[src/rtl/sprite_bounce.sv]
// Sprite position controller: once per frame steps the sprite by SPEED on each
// axis and reflects its direction of travel at the screen edges.
module sprite_bounce #(
  parameter int CORDW    = 16,
  parameter int H_RES    = 480,
  parameter int V_RES    = 272,
  parameter int SPR_W    = 64,
  parameter int SPR_H    = 64,
  parameter int SPX_INIT = 32,
  parameter int SPY_INIT = 16,
  parameter int SPEED    = 1
) (
  input  logic                    clk,
  input  logic                    rst,
  input  logic                    frame,
  input  logic                    run,
  output logic signed [CORDW-1:0] sprx,
  output logic signed [CORDW-1:0] spry,
  output logic                    dir_x,
  output logic                    dir_y,
  output logic                    moved
);

  localparam int unsigned EXTW = CORDW + 1;

  localparam logic signed [EXTW-1:0]  XMAX_S = EXTW'(H_RES - SPR_W);
  localparam logic signed [EXTW-1:0]  YMAX_S = EXTW'(V_RES - SPR_H);
  localparam logic signed [EXTW-1:0]  SPD_S  = EXTW'(SPEED);
  localparam logic signed [EXTW-1:0]  ZERO_S = '0;
  localparam logic signed [CORDW-1:0] XMAX_C = CORDW'(H_RES - SPR_W);
  localparam logic signed [CORDW-1:0] YMAX_C = CORDW'(V_RES - SPR_H);
  localparam logic signed [CORDW-1:0] XINI_C = CORDW'(SPX_INIT);
  localparam logic signed [CORDW-1:0] YINI_C = CORDW'(SPY_INIT);

  localparam logic [1:0] IDLE   = 2'd0;
  localparam logic [1:0] CALC_X = 2'd1;
  localparam logic [1:0] CALC_Y = 2'd2;
  localparam logic [1:0] COMMIT = 2'd3;

  logic [1:0] state;
  logic [1:0] state_nxt;

  logic signed [CORDW-1:0] nx_r;
  logic signed [CORDW-1:0] ny_r;
  logic                    ndx_r;
  logic                    ndy_r;

  logic signed [EXTW-1:0]  nx_c;
  logic signed [EXTW-1:0]  ny_c;
  logic signed [CORDW-1:0] nx_lim_c;
  logic signed [CORDW-1:0] ny_lim_c;
  logic                    ndx_c;
  logic                    ndy_c;

  // State register
  always_ff @(posedge clk) begin
    if (rst) state <= IDLE;
    else     state <= state_nxt;
  end

  // Next-state logic; frames outside IDLE are dropped
  always_comb begin
    state_nxt = state;
    case (state)
      IDLE:    if (frame && run) state_nxt = CALC_X;
      CALC_X:  state_nxt = CALC_Y;
      CALC_Y:  state_nxt = COMMIT;
      COMMIT:  state_nxt = IDLE;
      default: state_nxt = IDLE;
    endcase
  end

  // Horizontal step with edge clamp and reflection, one bit of headroom
  always_comb begin
    nx_c     = dir_x ? (EXTW'(sprx) - SPD_S) : (EXTW'(sprx) + SPD_S);
    nx_lim_c = CORDW'(nx_c);
    ndx_c    = dir_x;
    if (nx_c >= XMAX_S) begin
      nx_lim_c = XMAX_C;
      ndx_c    = 1'b1;
    end else if (nx_c <= ZERO_S) begin
      nx_lim_c = '0;
      ndx_c    = 1'b0;
    end
  end

  // Vertical step, same rule as horizontal
  always_comb begin
    ny_c     = dir_y ? (EXTW'(spry) - SPD_S) : (EXTW'(spry) + SPD_S);
    ny_lim_c = CORDW'(ny_c);
    ndy_c    = dir_y;
    if (ny_c >= YMAX_S) begin
      ny_lim_c = YMAX_C;
      ndy_c    = 1'b1;
    end else if (ny_c <= ZERO_S) begin
      ny_lim_c = '0;
      ndy_c    = 1'b0;
    end
  end

  // Intermediate results, held until COMMIT
  always_ff @(posedge clk) begin
    if (rst) begin
      nx_r  <= XINI_C;
      ny_r  <= YINI_C;
      ndx_r <= 1'b0;
      ndy_r <= 1'b0;
    end else begin
      if (state == CALC_X) begin
        nx_r  <= nx_lim_c;
        ndx_r <= ndx_c;
      end
      if (state == CALC_Y) begin
        ny_r  <= ny_lim_c;
        ndy_r <= ndy_c;
      end
    end
  end

  // Visible outputs only change on COMMIT so they stay stable for a frame
  always_ff @(posedge clk) begin
    if (rst) begin
      sprx  <= XINI_C;
      spry  <= YINI_C;
      dir_x <= 1'b0;
      dir_y <= 1'b0;
      moved <= 1'b0;
    end else begin
      moved <= (state == COMMIT);
      if (state == COMMIT) begin
        sprx  <= nx_r;
        spry  <= ny_r;
        dir_x <= ndx_r;
        dir_y <= ndy_r;
      end
    end
  end

endmodule

[config.mk]
export PLATFORM = sky130hd
export DESIGN_NAME = sprite_bounce
export DESIGN_NICKNAME = d
export VERILOG_FILES = /design/src/rtl/sprite_bounce.sv
export SDC_FILE = /design/constraint.sdc
export NUM_CORES = 1
export LEC_CHECK = 0
export BUFFER_PORTS_ARGS = -buffer_cell sky130_fd_sc_hd__buf_4
export CAP_MARGIN = 10
export CORE_UTILIZATION = 33
export CTS_CLUSTER_SIZE = 16
export DETAILED_ROUTE_END_ITERATION = 8
export PLACE_DENSITY = 0.56
export SYNTH_ARGS = -nofsm -noshare
export SYNTH_HDL_FRONTEND = slang
export SYNTH_SLANG_ARGS = --single-unit
export TNS_END_PERCENT = 30
[constraint.sdc]
create_clock -name clk -period 4.2 [get_ports clk]
set_input_delay 0.42 -clock clk [delete_from_list [all_inputs] [get_ports clk]]
set_output_delay 0.42 -clock clk [all_outputs]
set_load 0.02 [all_outputs]
Yosys cells after proc, flatten, opt, wreduce, memory -nomap -nowiden
Cells that the tools add are included.
{ "op_classes": {"reduce_logical": 2, "eq_ne": 4, "n_lt_le_gt_ge": 4, "add_sub_neg": 4, "n_mux": 12} }
{ "ops": {"columns": ["operator", "count"], "rows": [
  ["$mux 16", 4],
  ["$add 16x2->17 const B", 2],
  ["$le 17x1->1 const B", 2],
  ["$mux 17", 2],
  ["$sub 16x2->17 const B", 2],
  ["$ge 17x10->1 const B", 1],
  ["$ge 17x9->1 const B", 1],
  ["$pmux 2 s4", 1],
  ["$eq 2x2->1 const B", 2],
  ["$mux 1", 4],
  ["$eq 2x1->1 const B", 1],
  ["$logic_not 2->1", 1],
  ["$mux 2", 1],
  ["$ne 2x2->1 const B", 1],
  ["$logic_and 1x1->1", 1]
]} }
{ "totals": {"elab_cells": 36, "in_bits": 4, "register_bits": 71, "out_inout_bits": 35} }

Logic depth before layout (Yosys ltp)
{ "depth": {"ltp_word": 5, "mapped_depth": 9, "depth_no_buf": 9} }

Least setup slack after synthesis
OpenSTA, ideal clock, no wires.
{ "synth_timing": {"path_kind": "reg-to-reg", "start": "reg dir_y", "end": "reg ny_r[4]", "period_less_slack_ps": 3148, "n_path_buf": 0, "path_stages_with_launch": 9, "setup_time_ps": 122, "required_ps": 4078, "setup_slack_ps": 1052, "arrival_ps": 3026, "path_cell_list": "dfxtp_1 -> ha_1 -> a21o_1 -> a221oi_4 -> o211ai_2 -> a221o_1 -> a2111oi_4 -> nand3_4 -> o31a_2"} }
{ "synth_via": {"elab_chain_cells": 4, "word_cells_on_any_way": 5, "classes_between": "order compare: 2; mux: 3"} }
{ "synth_rtl": {"columns": ["element", "line_no", "rtl"], "rows": [
  ["start, declared", "20", "output logic dir_y,"],
  ["start signal, assigned", "134", "dir_y <= ndy_r;"],
  ["$mux 17 *", "89", "ny_c = dir_y ? (EXTW'(spry) - SPD_S) : (EXTW'(spry) + SPD_S);"],
  ["$le 17x1->1", "95", "end else if (ny_c <= ZERO_S) begin"],
  ["$mux 16", "95", null],
  ["$mux 16 *", "92", "if (ny_c >= YMAX_S) begin"],
  ["end signal, assigned", "114", "ny_r <= ny_lim_c;"],
  ["end, declared", "44", "logic signed [CORDW-1:0] ny_r;"]
]} }
Every way passes the cells marked *; elsewhere a longest branch is shown, timed or not.
A chain may end at the register's enable or synchronous reset.

Final worst setup path
{ "layout_timing": {"start": "reg dir_y", "end": "reg ny_r[3]"} }
Same word-level chain as after synthesis.

==> results.cfg <==
[timing]
rsz0062_at_grt = false
setup_viol = 0
worst_pin_slew_ns = 0.918
fin_ws_ns = 0.729
drv_slew = 0
fin_skew_ns = 0.00685
hold_ws_ns = 0.454
hold_viol_final = 0
fin_crit_ns = 3.47
slew_headroom = 0.386
setup_tns_ns = 0
fmax_mhz = 288
finalCritPeriodShare = 0.826

[yosys]
seq_area_frac_synth = 0.329
netlist_instances = 481
yosys_warnings = 0
syn_area_mm2 = 0.00432
synthFlopType = dfxtp_1
async_flop_share = 0
syn-num-nets = 524
syn_avg_cell_area_um2 = 8.97
synth-seq-cells = 71
ys_types = 67
synth_edf_count = 0

[job]
max-cap-violations = 0

[floorplan]
initial_core_util = 0.341
io_pins = 39
core_mm2 = 0.0127
die_h_um = 116
die_area_mm2 = 0.0135
die_w_um = 116
row_count = 41

[worst_setup_path]
crit_required_ns = 4.43
r2r-end = ny_r[3]
cp-start-kind = flop
arrival_ns = 3.70
rr_startpoint = dir_y
worstPathCellList = ha_1 -> a21o_1 -> a221oi_4 -> o211ai_2 -> a221o_1 -> a2111oi_4 -> nand3_4 -> o41ai_1
critical_path_peak_fanout = 19
crit_type = reg2reg
slowest_stage = dfxtp_1
r2r_slack_ns = 0.73
ff2ff_path_depth = 8
end_kind = flop
max_stage_delay_ns = 0.84

[drt]
dr.pass1.iters = 4
wire_per_inst_um = 14.9
num_vias = 3617
wirelength_um = 10300
drc = 0
postRouteAntennaNets = 0
vias_per_cell = 5.22
drt_iter0_drc = 212

[power]
power_frac_seq = 0.436
p_comb_frac = 0.137
switchingPower_mw = 0.458
p_leak_nw = 2.09
pwr-share-clk = 0.428
p_int_mw = 1.23
p_per_area_mw_per_mm2 = 334
switching_share = 0.271
ir_drop_mv = 0.159

[clocking]
insertion_delay_ns = 0.34
hold_buffers = 0
clockRootBuffer = clkbuf_16
clock_sinks = 71
cts_setup_buffers = 0
htree_levels = 3
cts_tree = done
cts_made_buffers = 9
clock_path_buffers = 2
ctsResizeCount = 0
clkTransAtPathRegs_ns = 0.06

[place]
pre_cts_ws_ns = 0.713
numPortBuffers = 38
hpwl_um = 7350
routabilityCongestion = 0.888

[layout]
drive_gt1_frac = 0.142
layout_commonest_cell = dfxtp_1
post-route-util = 0.399
area_growth_pct = 17.1
final_nets = 559
antenna_cells = 0
mostFrequentLayoutCells = dfxtp_1, nor2_1, buf_4

[global_routing]
overflow = 0
grt_usage = 0.164
grt_max_degree = 51
antenna_found_initial = 0
grt_pass1_vias = 3439
grt_pass1_wl_um = 17000

[worst_hold_path]
hold_end = state[1]
holdPathStages = 4
min-delay-start = run
hp-class = in2reg

[run_status]
status = finished, final reports clean
[final cells by class]
| type | instances | area [um2] |
|---|---|---|
| Fill cell | 1275 | 7620 |
| Multi-Input combinational cell | 380 | 2780 |
| Sequential cell | 71 | 1420 |
| Timing Repair Buffer | 41 | 308 |
| Clock buffer | 13 | 260 |
| Tap cell | 172 | 215 |
| Inverter | 13 | 48.8 |
| Clock inverter | 3 | 17.5 |
[synth_stat cells (5+ instances only)]
library cell / number / area [um2]
xor2_1: 7 / 61.3
nor2b_1: 5 / 31.3
nand3_1: 8 / 40.0
a21oi_1: 33 / 165
nor3_1: 9 / 45.0
inv_1: 13 / 48.8
a211oi_1: 7 / 52.6
ha_1: 37 / 463
or2_2: 5 / 31.3
a32o_1: 5 / 50.1
a21o_1: 13 / 97.6
nand2_1: 31 / 116
o21ai_0: 16 / 80.1
o31ai_1: 5 / 37.5
o211ai_1: 6 / 45.0
clkbuf_1: 11 / 41.3
mux2i_1: 37 / 370
xnor2_1: 6 / 52.6
o21a_1: 8 / 60.1
and2_1: 18 / 113
dfxtp_1: 71 / 1420
nor2_1: 49 / 184
and3_1: 6 / 37.5
[registers in the layout, summed over array words and instances (netlist names)]
register	flops
ndy_r	1
ndx_r	1
spry	16
nx_r	16
sprx	16
moved	1
state	2
ny_r	16
dir_y	1
dir_x	1
[through the flow]
stage          total power [mW]  cell area (um2)  cells
2_1_floorplan             0.915             4320    481
3_3_place_gp              0.977             4770    677
3_5_place_dp              0.985             4770    677
4_1_cts                    1.72             5050    693
5_1_grt                    1.78             5050    693
6_report                   1.69             5050    693
[power groups by stage]
stage	sequential (mW)	combinational (mW)	clock, mW
global placement	0.750	0.227	0
CTS	0.736	0.234	0.746
detailed placement	0.750	0.234	0
global route	0.740	0.260	0.774
finish	0.735	0.231	0.722
floorplan	0.745	0.170	0
[metal layers]
| metal | track usage | wire length, um | part of all wire |
|---|---|---|---|
| met1 | 0.226 | 5370 | 0.52 |
| met2 | 0.246 | 4330 | 0.42 |
| met3 | 0.0306 | 402 | 0.039 |
| met4 | 0.0761 | 221 | 0.021 |
| met5 | 0 | 0 | 0 |
[worst max path at each step]
stage	endpoint	start	cells past startpoint	slack (ns)
6_report	ny_r[3]	dir_y	8	0.73
5_1_grt	ny_r[3]	dir_y	8	0.47
4_1_cts	ny_r[3]	dir_y	8	0.70
3_5_place_dp	ny_r[3]	dir_y	8	0.71
3_3_place_gp	ny_r[4]	dir_y	8	0.85
2_1_floorplan	ny_r[4]	dir_y	8	1.05
[worst max-delay path: cells and delay by family (launching register included)]
family,cells,cell delay [ns]
AND/OR/NAND/NOR,1,0.18
adder cells (fa/ha/maj),1,0.42
AO/OA/AOI/OAI,6,1.92
flip-flops,1,0.84
[logic make-up after synthesis]
| group | after synthesis | synth area share |
|---|---|---|
| and+or+nand+nor | 158 | 0.187 |
| AOI/OAI and AO/OA | 132 | 0.226 |
| DFF | 71 | 0.329 |
| adders and majority gates | 39 | 0.117 |
| muxes | 38 | 0.0884 |
| buffers and inverters | 30 | 0.0267 |
| xor gates and xnor gates | 13 | 0.0264 |
Note: power is estimated with default switching activity, not from simulation.
